$ cat src/rtl/sram_burst_pkg.sv
// Shared types and helpers for the sram burst controller.
// - state_e     : controller FSM states
// - addr_width  : address width derived from sram depth
// - cnt_width   : beat-counter width derived from burst length
// - beat_addr   : address of beat k of a burst that wraps inside its aligned block
package sram_burst_pkg;

    typedef enum logic [1:0] {
        StIdle,
        StWr,
        StRd,
        StDrain
    } state_e;

    function automatic int unsigned addr_width(input int unsigned depth);
        return $clog2(depth);
    endfunction

    function automatic int unsigned cnt_width(input int unsigned bl);
        return $clog2(bl);
    endfunction

    // Upper bits come from the base; the low log2(bl) bits step and wrap, so a
    // burst never leaves its bl-aligned block. bl must be a power of 2.
    function automatic logic [31:0] beat_addr(input logic [31:0] base,
                                              input logic [31:0] k,
                                              input int unsigned bl);
        logic [31:0] mask;
        mask = bl - 1;
        return (base & ~mask) | ((base + k) & mask);
    endfunction

endpackage

$ cat src/rtl/sram_burst_ctrl_addr_gen.sv
// burst_addr_gen: holds the burst base address and beat counter, and produces
// the wrapped address of the current beat.
//   clk, rst  : clock, synchronous active-high reset
//   load_i    : latch base_i and clear the beat counter
//   base_i    : burst start address
//   adv_i     : advance to the next beat
//   addr_o    : address of the current beat
//   last_o    : current beat is the final one of the burst
module burst_addr_gen
    import sram_burst_pkg::*;
#(
    parameter int unsigned DEPTH = 2048,
    parameter int unsigned BL    = 8
) (
    input  logic                          clk,
    input  logic                          rst,
    input  logic                          load_i,
    input  logic [addr_width(DEPTH)-1:0]  base_i,
    input  logic                          adv_i,
    output logic [addr_width(DEPTH)-1:0]  addr_o,
    output logic                          last_o
);

    localparam int unsigned AW = addr_width(DEPTH);
    localparam int unsigned CW = cnt_width(BL);

    logic [AW-1:0] base_q, base_d;
    logic [CW-1:0] cnt_q, cnt_d;

    always_comb begin
        base_d = base_q;
        cnt_d  = cnt_q;
        if (load_i) begin
            base_d = base_i;
            cnt_d  = '0;
        end else if (adv_i) begin
            // Natural CW-bit wrap returns the counter to 0 after the last beat.
            cnt_d = cnt_q + 1'b1;
        end
    end

    always_ff @(posedge clk) begin
        if (rst) begin
            base_q <= '0;
            cnt_q  <= '0;
        end else begin
            base_q <= base_d;
            cnt_q  <= cnt_d;
        end
    end

    assign addr_o = AW'(beat_addr(32'(base_q), 32'(cnt_q), BL));
    assign last_o = (cnt_q == CW'(BL - 1));

endmodule

$ cat src/rtl/sram_burst_ctrl.sv
// sram_burst_ctrl: accepts read/write burst requests and expands each into BL
// single-beat sram accesses in wrapped sequential order.
//   clk, rst                         : clock, synchronous active-high reset
//   req_valid/req_ready/req_wr/addr  : burst request handshake
//   wdata_valid/wdata_ready/wdata    : write beat handshake
//   rdata_valid/rdata/rdata_last     : read beat stream, no backpressure
//   busy                             : controller not idle
//   sram_addr/sram_rd_o_wr/i_data    : sram command side
//   sram_o_data                      : sram read data, one-cycle latency
module sram_burst_ctrl
    import sram_burst_pkg::*;
#(
    parameter int unsigned WIDTH = 8,
    parameter int unsigned DEPTH = 2048,
    parameter int unsigned BL    = 8
) (
    input  logic                          clk,
    input  logic                          rst,
    input  logic                          req_valid,
    output logic                          req_ready,
    input  logic                          req_wr,
    input  logic [addr_width(DEPTH)-1:0]  req_addr,
    input  logic                          wdata_valid,
    output logic                          wdata_ready,
    input  logic [WIDTH-1:0]              wdata,
    output logic                          rdata_valid,
    output logic [WIDTH-1:0]              rdata,
    output logic                          rdata_last,
    output logic                          busy,
    output logic [addr_width(DEPTH)-1:0]  sram_addr,
    output logic                          sram_rd_o_wr,
    output logic [WIDTH-1:0]              sram_i_data,
    input  logic [WIDTH-1:0]              sram_o_data
);

    localparam int unsigned AW = addr_width(DEPTH);

    state_e        state_q, state_d;
    logic          rdata_valid_q, rdata_last_q;
    logic          load, adv, issue, beat_last;
    logic [AW-1:0] beat_addr_w;

    burst_addr_gen #(
        .DEPTH (DEPTH),
        .BL    (BL)
    ) u_addr_gen (
        .clk    (clk),
        .rst    (rst),
        .load_i (req_valid & req_ready),
        .base_i (req_addr),
        .adv_i  (adv),
        .addr_o (beat_addr_w),
        .last_o (beat_last)
    );

    always_comb begin
        state_d      = state_q;
        req_ready    = 1'b0;
        wdata_ready  = 1'b0;
        busy         = 1'b0;
        sram_addr    = '0;
        sram_rd_o_wr = 1'b0;
        sram_i_data  = '0;
        load         = 1'b0;
        adv          = 1'b0;
        issue        = 1'b0;
        // Everything stays quiet while rst is high so no beat leaks into the sram.
        if (!rst) begin
            unique case (state_q)
                StIdle: begin
                    req_ready = 1'b1;
                    if (req_valid) begin
                        load    = 1'b1;
                        state_d = req_wr ? StWr : StRd;
                    end
                end
                StWr: begin
                    busy        = 1'b1;
                    wdata_ready = 1'b1;
                    if (wdata_valid) begin
                        sram_rd_o_wr = 1'b1;
                        sram_addr    = beat_addr_w;
                        sram_i_data  = wdata;
                        adv          = 1'b1;
                        if (beat_last) state_d = StIdle;
                    end
                end
                StRd: begin
                    busy      = 1'b1;
                    issue     = 1'b1;
                    sram_addr = beat_addr_w;
                    adv       = 1'b1;
                    if (beat_last) state_d = StDrain;
                end
                StDrain: begin
                    // Lets the final read beat come back before a new request.
                    busy    = 1'b1;
                    state_d = StIdle;
                end
                default: state_d = StIdle;
            endcase
        end
    end

    always_ff @(posedge clk) begin
        if (rst) begin
            state_q       <= StIdle;
            rdata_valid_q <= 1'b0;
            rdata_last_q  <= 1'b0;
        end else begin
            state_q       <= state_d;
            rdata_valid_q <= issue;
            rdata_last_q  <= issue & beat_last;
        end
    end

    // load is informational only; the sub-module latches on the raw handshake.
    logic unused_load;
    assign unused_load = load;

    assign rdata_valid = rdata_valid_q & ~rst;
    assign rdata_last  = rdata_last_q & ~rst;
    assign rdata       = sram_o_data;

endmodule

$ cat config.mk
export PLATFORM = sky130hd
export DESIGN_NAME = sram_burst_ctrl
export DESIGN_NICKNAME = d
export VERILOG_FILES = /design/src/rtl/sram_burst_pkg.sv /design/src/rtl/sram_burst_ctrl_addr_gen.sv /design/src/rtl/sram_burst_ctrl.sv
export SDC_FILE = /design/constraint.sdc
export NUM_CORES = 1
export LEC_CHECK = 0
export ABC_AREA = 1
export BUFFER_PORTS_ARGS = -buffer_cell sky130_fd_sc_hd__buf_2
export CORE_UTILIZATION = 43
export DETAILED_ROUTE_END_ITERATION = 10
export HOLD_SLACK_MARGIN = 0.03
export PLACE_DENSITY = 0.79
export SYNTH_ARGS = -nofsm -noshare
export SYNTH_HDL_FRONTEND = slang
export SYNTH_SLANG_ARGS = --single-unit
export TNS_END_PERCENT = 20
$ cat constraint.sdc
create_clock -name clk -period 1.7 [get_ports clk]
set_clock_uncertainty 0.1 [all_clocks]
set_input_delay 0.255 -clock clk [delete_from_list [all_inputs] [get_ports clk]]
set_output_delay 0.255 -clock clk [all_outputs]
set_load 0.005 [all_outputs]
==> metrics.cfg <==
[run_status]
outcome=finished, violations left
violations=setup timing

[routing]
wl_per_cell_um=10.04
post-route-drc-count=0
ant_nets=0
num_vias=1113
vias_per_cell=4.488
postRouteWirelength_um=2489
initialDrtViolationCount=16
drt-pass1-iter-count=4

[power_and_ir_drop]
power.total_mw=1.605
powerDensity_nw_per_um2=1031
peakVddDrop_mv=0.6891
power.leakage_nw=0.8403

[global_routing]
grt_start_max_net_pins=12
track_usage_pct=17.36
overflow=0
grt_pass1_wl_um=3629
grt_pass1_vias=902
antenna_found_initial=0

[timing]
fin_ws_ns=-0.1638
max_freq_ghz=0.5365
hold-worst-slack_ns=0.07181
rsz0062_at_grt=true
fin_crit_sh_pct=109.6
relSlewSlack_pct=83.02
fin_crit_ns=1.864
final_hold_viol_count=0
tightest_slew_ns=0.2548
setup-violations-final=11
finalMaxSlewViolations=0

[layout]
area_growth_pct=38.07
fin_nets=259
layout_commonest_cell=buf_2
fillers=218
drive_gt1_share_pct=43.58
antennaDiodeCount=0
most-common-layout-cells=49 x buf_2, 34 x inv_1, 22 x nor2_1

[setup_path]
r2r-end=state_q[1]
crit_family=adder cells
r2r_cells=10
ff2ff_setup_slack_ns=0.22
critical_path_class=flip-flop to primary output
critical_path_required_ns=1.34
cp.arrival_ns=1.51
worstSetupEndpointType=primary output
start_kind=flip-flop
cp.depth=6
r2r-start=u_addr_gen.cnt_q[0]
crit_slowest_cell=fa_1
worstPathMaxFanout=2
path_cells=ha_2, fa_1, nand2_1, nand2_1, nor2_1, buf_2
cp_num_buf_inv=1
cpPeakStageDelay_ns=0.37
path_common_cell=nand2_1

[die]
core_area_um2=2477
die_y_um=53.20
rows=18
die-area_um2=2830
ios=65
die_x_um=53.20
start_util_pct=45.51

[yosys]
synth_nets=207
yosysSeqAreaShare_pct=31.96
yosysWarnings=0
yosysUniqueCellTypes=21
syn_inst=167
synth_seq_cells=18
syn_area_um2=1127
avgSynthCellArea_um2=6.750

[hold_path]
hold_end=u_addr_gen.base_q[1]
holdCritStartpoint=req_addr[1]
min_path_cells=3
min_path_type=primary input to flip-flop

[placement]
dp_hpwl_um=1769
io_buffers=48
gp_congestion=0.8167

[clock_tree]
cts_root_buf=clkbuf_4
numCtsBuffers=3
hold_buffers=0
ctsLongestPathBuffers=2
cts_tree=yes
path_clk_slew_ns=0.11
cts.htree.levels=1
clock_sinks=18
clock_latency_ns=0.30

[job]
drv_cap=0

-- kinds of logic after synthesis --
group	after synthesis	share of synthesized area [%]
AO/OA/AOI/OAI	13	6.436
XOR/XNOR	1	0.7771
adder cells (fa/ha/maj)	8	9.545
buffers and inverters	52	22.20
flip-flops	18	31.96
AND/OR/NAND/NOR	75	29.08
-- sequential cells by signal, summed over array words and instances, names as in the netlist --
name               cells
u_addr_gen.cnt_q       3
state_q                2
rdata_last_q           1
u_addr_gen.base_q     11
rdata_valid_q          1
-- tightest hold or removal path, stage by stage --
cell     delay [ns]
buf_2          0.07
nand3_1        0.06
nand2_1        0.06
-- how the worst max path moves through the flow --
| stage | from | endpoint | slack [ns] |
|---|---|---|---|
| detailed placement | state_q[1] | sram_addr[8] | 0.11 |
| floorplan | state_q[0] | sram_addr[0] | 0.21 |
| global route | u_addr_gen.cnt_q[0] | sram_addr[1] | -0.27 |
| CTS | u_addr_gen.cnt_q[0] | sram_addr[1] | -0.18 |
| global placement | u_addr_gen.cnt_q[0] | sram_addr[2] | 0.12 |
| finish | u_addr_gen.cnt_q[0] | sram_addr[2] | -0.16 |
-- Yosys cell counts --
master	number	area share, %
a21oi_1	1	0.44
buf_2	1	0.44
buf_4	9	6.0
buf_6	2	2.0
clkbuf_1	1	0.33
dfxtp_1	18	32
fa_1	1	1.8
ha_1	7	7.8
inv_1	38	13
inv_6	1	0.78
nand2_1	21	7.0
nand2_2	1	0.56
nand3_1	14	6.2
nand3_2	1	0.89
nand3_4	1	1.6
nor2_1	34	11
nor2_2	2	1.1
nor3_1	1	0.44
o21ai_0	9	4.0
o21bai_1	3	2.0
xor2_1	1	0.78
-- timing repair --
action                     CTS  global route
pin swaps                    4             4
buffers inserted             5             0
gates resized for setup     21            18
gates cloned                 1             0
setup endpoints to repair   20            23
-- metrics by stage --
step | area (um^2) | std cells | util (%) | setup slack (ns) | TNS (ns)
after floorplan | 1127 | 167 | - | 0.2094 | 0
after global placement | 1351 | 238 | 54.55 | 0.1237 | 0
after detailed placement | 1351 | 238 | 54.55 | 0.1066 | 0
after CTS | 1498 | 248 | 60.45 | -0.1786 | -1.553
after global routing | 1556 | 248 | 62.83 | -0.2663 | -2.368
final | 1556 | 248 | 62.83 | -0.1638 | -1.079
-- report_power, final --
part | switching [mW] | internal, mW
Clock | 0.141 | 0.131
Sequential | 0.0606 | 0.515
Combinational | 0.419 | 0.339
-- cell type report --
cell class | count | area (um^2) | share of cell area [%]
sequential | 18 | 369.1 | 23.71
tap | 30 | 37.54 | 2.412
multi-input combinational | 97 | 619.3 | 39.79
timing repair buffer | 60 | 335.3 | 21.54
inverter | 39 | 158.9 | 10.21
clock buffer | 4 | 36.28 | 2.331
-- routing by layer --
| layer | wire length (um) | GRT usage, % |
|---|---|---|
| met5 | 0 | 0 |
| met4 | 21 | 5.263 |
| met3 | 133 | 0.8621 |
| met2 | 1254 | 32.08 |
| met1 | 1080 | 21.11 |
Power figures use the tool's default switching activity.
